File: config.mk
export PLATFORM = sky130hd
export DESIGN_NAME = sbox_chaos_gen
export DESIGN_NICKNAME = d
export VERILOG_FILES = /design/src/rtl/sbox_chaos_gen.sv
export SDC_FILE = /design/constraint.sdc
export NUM_CORES = 1
export LEC_CHECK = 0
export CORE_ASPECT_RATIO = 0.5
export CORE_UTILIZATION = 46
export DETAILED_ROUTE_END_ITERATION = 16
export GPL_TIMING_DRIVEN = 1
export PLACE_DENSITY = 0.79
export SYNTH_ARGS = -nofsm -noshare
export SYNTH_HDL_FRONTEND = slang
export SYNTH_SLANG_ARGS = --single-unit
File: constraint.sdc
create_clock -name clk -period 2.1 [get_ports clk]
set_clock_uncertainty 0.1 [all_clocks]
set_input_delay 0.63 -clock clk [delete_from_list [all_inputs] [get_ports clk]]
set_output_delay 0.63 -clock clk [all_outputs]
set_load 0.02 [all_outputs]
File: src/rtl/sbox_chaos_gen.sv
// Streams a 256-entry byte permutation for a downstream subbytes stage.
// Define SBOXGEN_CHAOS_EN for the logistic-map generator with FILL fallback.
module sbox_chaos_gen #(
  parameter int SBOX_WIDTH   = 8,
  parameter int SBOX_DEPTH   = 256,
  parameter int REJECT_LIMIT = 256
) (
  input  logic                  clk,
  input  logic                  reset_n,
  input  logic                  start,
  input  logic [31:0]           seed,
  output logic                  sbox_valid,
  output logic [SBOX_WIDTH-1:0] sbox_out,
  output logic                  busy,
  output logic                  done
);

  localparam int CW = $clog2(SBOX_DEPTH + 1);
  localparam logic [CW-1:0] LAST = CW'(SBOX_DEPTH);

`ifdef SBOXGEN_CHAOS_EN

  localparam int RW = $clog2(REJECT_LIMIT + 1);
  localparam logic [RW-1:0] REJ_TOP = RW'(REJECT_LIMIT - 1);

  typedef enum logic [1:0] {
    S_IDLE, S_RUN, S_FILL, S_DONE
  } state_t;

  state_t                  state;
  logic [31:0]             x;
  logic [SBOX_DEPTH-1:0]   used;
  logic [CW-1:0]           cnt;
  logic [RW-1:0]           rej;
  logic [SBOX_WIDTH-1:0]   p;

  logic [32:0]             omx;
  logic [64:0]             prod;
  logic [34:0]             shr;
  logic [31:0]             x_nxt;
  logic [SBOX_WIDTH-1:0]   cand;

  // Q0.32 logistic step with saturation of the 2^32 corner
  always_comb begin
    omx   = 33'h1_0000_0000 - {1'b0, x};
    prod  = 65'(x) * 65'(omx);
    shr   = 35'(prod >> 30);
    x_nxt = (|shr[34:32]) ? 32'hFFFF_FFFF
                          : shr[31:0];
    cand  = x[23:16] ^ x[7:0];
  end

  // Generator FSM: rejection sampling, then linear fill
  always_ff @(posedge clk or negedge reset_n) begin
    if (!reset_n) begin
      state      <= S_IDLE;
      x          <= '0;
      used       <= '0;
      cnt        <= '0;
      rej        <= '0;
      p          <= '0;
      sbox_valid <= 1'b0;
      sbox_out   <= '0;
      busy       <= 1'b0;
      done       <= 1'b0;
    end else begin
      unique case (state)
        S_IDLE: begin
          sbox_valid <= 1'b0;
          done       <= 1'b0;
          if (start) begin
            x     <= (seed == 32'd0) ? 32'h6A09E667
                                     : seed;
            used  <= '0;
            cnt   <= '0;
            rej   <= '0;
            p     <= '0;
            busy  <= 1'b1;
            state <= S_RUN;
          end
        end
        S_RUN: begin
          if (cnt == LAST) begin
            sbox_valid <= 1'b0;
            busy       <= 1'b0;
            done       <= 1'b1;
            state      <= S_DONE;
          end else begin
            x <= x_nxt;
            if (!used[cand]) begin
              used[cand] <= 1'b1;
              sbox_out   <= cand;
              sbox_valid <= 1'b1;
              cnt        <= cnt + 1'b1;
              rej        <= '0;
            end else begin
              sbox_valid <= 1'b0;
              rej        <= rej + 1'b1;
              if (rej == REJ_TOP) begin
                p     <= '0;
                state <= S_FILL;
              end
            end
          end
        end
        S_FILL: begin
          if (cnt == LAST) begin
            sbox_valid <= 1'b0;
            busy       <= 1'b0;
            done       <= 1'b1;
            state      <= S_DONE;
          end else begin
            p <= p + 1'b1;
            if (!used[p]) begin
              used[p]    <= 1'b1;
              sbox_out   <= p;
              sbox_valid <= 1'b1;
              cnt        <= cnt + 1'b1;
            end else begin
              sbox_valid <= 1'b0;
            end
          end
        end
        S_DONE: begin
          done  <= 1'b0;
          state <= S_IDLE;
        end
        default: state <= S_IDLE;
      endcase
    end
  end

`else

  typedef enum logic [1:0] {
    S_IDLE, S_RUN, S_DONE
  } state_t;

  state_t                state;
  logic [SBOX_WIDTH-1:0] key;
  logic [CW-1:0]         cnt;
  logic                  unused_seed;

  assign unused_seed = ^seed[31:SBOX_WIDTH];

  // Plain XOR-keyed identity stream, first byte on the start edge
  always_ff @(posedge clk or negedge reset_n) begin
    if (!reset_n) begin
      state      <= S_IDLE;
      key        <= '0;
      cnt        <= '0;
      sbox_valid <= 1'b0;
      sbox_out   <= '0;
      busy       <= 1'b0;
      done       <= 1'b0;
    end else begin
      unique case (state)
        S_IDLE: begin
          sbox_valid <= 1'b0;
          done       <= 1'b0;
          if (start) begin
            key        <= seed[SBOX_WIDTH-1:0];
            sbox_out   <= seed[SBOX_WIDTH-1:0];
            sbox_valid <= 1'b1;
            cnt        <= CW'(1);
            busy       <= 1'b1;
            state      <= S_RUN;
          end
        end
        S_RUN: begin
          if (cnt == LAST) begin
            sbox_valid <= 1'b0;
            busy       <= 1'b0;
            done       <= 1'b1;
            state      <= S_DONE;
          end else begin
            sbox_out   <= SBOX_WIDTH'(cnt) ^ key;
            sbox_valid <= 1'b1;
            cnt        <= cnt + 1'b1;
          end
        end
        S_DONE: begin
          done  <= 1'b0;
          state <= S_IDLE;
        end
        default: state <= S_IDLE;
      endcase
    end
  end

`endif

endmodule

* Word level (Yosys, flattened, before mapping)
Cells that the tools add are included.
Widths: inputs -> output; s select.
** Word-level totals
- Register bits after elaboration :: 30
- Output and inout bits :: 11
- Logic and storage cells :: 41
- Input port bits :: 35
** Operators by class
- Add/subtract/negate cells :: 1
- Eq/ne operators :: 6
- Reductions and logical operators :: 9
- Bitwise logic cells :: 1
- Muxes and demuxes :: 17
** Operator list (number)
- $mux 9 :: 2
- $pmux 9 s2 :: 1
- $mux 8 :: 2
- $pmux 8 s2 :: 1
- $add 9x1->9 const B :: 1
- $eq 9x9->1 const B :: 1
- $xor 8x8->8 :: 1
- $ne 2x2->1 const B :: 3
- $pmux 1 s2 :: 3
- $reduce_and 2->1 :: 3
- $reduce_and 3->1 :: 2
- $mux 1 :: 5
- $mux 2 :: 2
- $pmux 2 s2 :: 1
- $reduce_bool 2->1 :: 2
- $eq 2x1->1 const B :: 1
- $eq 2x2->1 const B :: 1
- $logic_not 2->1 :: 1
- $reduce_or 2->1 :: 1

* Depth between registers and ports, before layout
- Depth in word-level cells :: 4
- Gate-level depth with buffers :: 7
- Depth with buffers taken out :: 7

* Worst setup path before layout
Ideal clock, no wire load.
- Path kind :: register -> register
- Start point :: register cnt[0]
- End point :: register cnt[7]
- Arrival :: 1.358 ns
- Slack :: 0.524 ns
- Cell stages (with the launch flop) :: 8
- Period minus slack after synthesis :: 1.576 ns
- Cells stage by stage :: dfrtp_1 inv_1 ha_1 and2_1 a31oi_4 nor2_4 buf_6 a21o_1
** On the way
- Longest elaborated chain between the ends :: 3
- Elaborated cells on any way between the ends :: 6
- Those cells by class :: add/sub: 1; eq/ne: 2; mux: 2; reduce/logical: 1
** Ends and longest elaborated chain
- start: declaration :: RTL line 141 : logic [CW-1:0] cnt;
- start signal: assignment :: RTL line 179 : cnt <= cnt + 1'b1;
- $add 9x1->9 or $eq 9x9->1 (tied branches) :: RTL line 179, 171
- $mux 9 or $ne 2x2->1 (tied branches)
- $pmux 9 s2 or $reduce_and 3->1 (tied branches)
Several ways; a longest one is shown, not always the timed one. The select of a mux whose other input is x is not followed.
A chain may end at the register's enable or synchronous reset.

* Worst setup path in the final report
- Start point :: register sbox_out[1]
- End point :: output port sbox_out[1]
** RTL lines
- start: declaration :: RTL line 13 : output logic [SBOX_WIDTH-1:0] sbox_out,
- start signal: assignment :: RTL line 163 : sbox_out <= seed[SBOX_WIDTH-1:0];
- start signal: assignment :: RTL line 177 : sbox_out <= SBOX_WIDTH'(cnt) ^ key;
No word-level cell between the ends.

==> impl_metrics.env <==
export IMPL_first_global_vias=1158
export IMPL_wire_per_inst_um=14.09
export IMPL_ys_top_cells_by_area="dfrtp_1 (51%), nand2_1 (8.9%), xnor2_1 (4.7%)"
export IMPL_area_growth_pct=23.10
export IMPL_finalCoreUtilization_pct=60.07
export IMPL_max_freq_mhz=501.9
export IMPL_ys_warnings_count=0
export IMPL_synth_top_area_share_pct=50.76
export IMPL_yosysTopAreaCell="dfrtp_1"
export IMPL_firstDrtPassIters=7
export IMPL_grt_pass1_wl_um=5382
export IMPL_cp_cell_sequence="clkdlybuf4s50_1"
export IMPL_critPathArrivalTime_ns=1.26
export IMPL_rsz0062_at_grt="no"
export IMPL_syn_nets=198
export IMPL_report_final_slew_viol_count=0
export IMPL_hold_viol=0
export IMPL_drt_total_wl_um=3212
export IMPL_p_per_area_nw_per_um2=1262
export IMPL_crit_slowest_cell="clkdlybuf4s50_1"
export IMPL_cts_buffer_depth=2
export IMPL_cp_required_ns=1.37
export IMPL_timing_final_crit_period_ns=1.993
export IMPL_grt_remaining_overflow=0
export IMPL_period_share_pct=94.88
export IMPL_syn_inst=161
export IMPL_routabilityCongestion=0.8723
export IMPL_dpl_hpwl_um=2246
export IMPL_synth_edf_count=0
export IMPL_crit_start="sbox_out[1]$_DFFE_PN0P_"
export IMPL_nets=224
export IMPL_ys_flop_type="dfrtp_1"
export IMPL_cts_resized=0
export IMPL_cts_root_buf="clkbuf_8"
export IMPL_die_h_um=42.10
export IMPL_dp_cells=220
export IMPL_cp_depth=1
export IMPL_track_usage_pct=21.64
export IMPL_drive_gt1_share_pct=10.11
export IMPL_ff2ff_setup_slack_ns=0.26
export IMPL_hp_class="reg -> reg"
export IMPL_drt_iter0_markers=114
export IMPL_hold_buffers=0
export IMPL_tns_ns=0
export IMPL_clock_latency_ns=0.28
export IMPL_final_cell_area_um2=1821
export IMPL_async_reset_ff_share_pct=100.0
export IMPL_r2r_end="cnt[5]$_DFFE_PN0P_"
export IMPL_synth_distinct_cells=29
export IMPL_clk_pin_slew_ns=0.06
export IMPL_path_class="reg -> out"
export IMPL_ioPinCount=46
export IMPL_crit_fanout=2
export IMPL_ys_seq_area_share_pct=50.76
export IMPL_grt_max_degree=31
export IMPL_avgSynthCellArea_um2=9.186
export IMPL_cts_tree="yes"
export IMPL_htreeDepth=2
export IMPL_netlist_area_um2=1479
export IMPL_maxSlewHeadroom_pct=72.44
export IMPL_io_buffers=21
export IMPL_rows=14
export IMPL_post_cts_setup_buffers=0
export IMPL_clock_sinks=30
export IMPL_rr_startpoint="cnt[6]$_DFFE_PN0P_"
export IMPL_placed_cell_area_um2=1729
export IMPL_endpoint="sbox_out[1]"
export IMPL_synth_seq_cells=30
export IMPL_vias=1231
export IMPL_antenna_found_initial=0
export IMPL_cts_buffers_inserted=5
export IMPL_via_per_inst=5.399
export IMPL_status="completed"
export IMPL_dieArea_um2=3460
export IMPL_die_w_um=82.19
export IMPL_peakVddDrop_uv=540.9
export IMPL_ant_nets=0
export IMPL_route_detailed_drc=0
export IMPL_end_kind="output port"
export IMPL_maxCapViolations=0
export IMPL_power_leakage_nw=0.8246
export IMPL_worstMarginPinSlew_ns=0.4134
export IMPL_setup_violations=0
export IMPL_diodes=0
export IMPL_final_cells=228
export IMPL_crit_buf_inv=1
export IMPL_core_um2=3030
export IMPL_start_kind="flip-flop"
export IMPL_crit_family="buffers and inverters"
export IMPL_initial_core_util_pct=48.80
export IMPL_cpPeakStageDelay_ns=0.62
export IMPL_reg2reg_depth=5
[cells by family (layout without fill, tap and decap cells)]
family	count (synthesis)	in the layout	synth area share (%)
simple gates	72	72	22.59
xor+xnor	8	8	4.738
buf+inv	13	40	5.244
compound gates	35	35	14.30
mux	1	1	0.6768
fa+ha+maj	2	2	1.692
flops	30	30	50.76
[placed cells by master, fill, tap and decap left out, drive strengths merged, types with 2 or more instances in the layout]
master	n
nor2	13
clkdlybuf4s50	21
nor3	2
a21oi	13
a31oi	4
nand2	35
nand4	2
buf	7
xnor2	8
clkbuf	7
or3	2
and2	2
inv	4
o21ai	12
a21o	3
nand3	13
dfrtp	30
ha	2
[state kept, by name, summed over array words and instances (netlist names)]
name	count
key	8
busy	1
sbox_out	8
cnt	9
state	2
done	1
sbox_valid	1
[power breakdown]
part	internal, W	switching (W)	total [W]	leakage, nW
registers	0.000763	0.000198	0.000961	0.368
clock network	0.000264	0.000214	0.000478	0.0482
logic	0.000407	0.000451	0.000858	0.408
[cells in the mapped netlist (3+ instances only)]
library cell,n
a21o_1,3
nor2_1,12
o21ai_0,11
dfrtp_1,30
nand2_1,35
a21oi_1,13
xnor2_1,8
inv_1,3
buf_2,5
a31oi_1,3
buf_6,3
nand3_1,13
[routing by layer]
metal / part of all wire [%] / global-route usage [%] / vias up
met2: 47 / 32.40 / 40
li1: - / - / 593
met3: 6.4 / 5.435 / 9
met5: 0 / 0 / -
met4: 2.0 / 11.58 / 0
met1: 45 / 28.83 / 589
[worst min-delay path by stage]
stage                                        end  slack [ns]  cells past startpoint              startpoint
after floorplan                 busy$_DFFE_PN0P_        0.23                      0                 reset_n
after global placement    sbox_valid$_DFFE_PN0P_        0.36                      2  sbox_valid$_DFFE_PN0P_
after detailed placement        done$_DFFE_PN0P_        0.38                      2        done$_DFFE_PN0P_
after CTS                       done$_DFFE_PN0P_        0.39                      2        done$_DFFE_PN0P_
after global routing          key[1]$_DFFE_PN0P_        0.42                      2      key[1]$_DFFE_PN0P_
final                           busy$_DFFE_PN0P_        0.39                      2        busy$_DFFE_PN0P_
[final cells by class]
cell class / instances / area [um^2]
well taps: 40 / 50.05
flip-flops and latches: 30 / 750.7
clock inverters: 1 / 5.005
repair buffers: 28 / 262.8
inverters: 4 / 15.01
clock buffers: 7 / 86.33
fillers: 258 / 1210
multi-input cells: 118 / 650.6
[metrics by stage]
step | power (W) | worst slack [ns] | hold WS (ns)
2_1_floorplan | 0.001523 | 0.5238 | 0.2344
3_3_place_gp | 0.001765 | 0.09874 | 0.3620
3_5_place_dp | 0.001820 | 0.06330 | 0.3764
4_1_cts | 0.002300 | 0.1033 | 0.3915
5_1_grt | 0.002438 | 0.07861 | 0.4160
6_report | 0.002297 | 0.1075 | 0.3879
(Power assumes the default switching activity.)
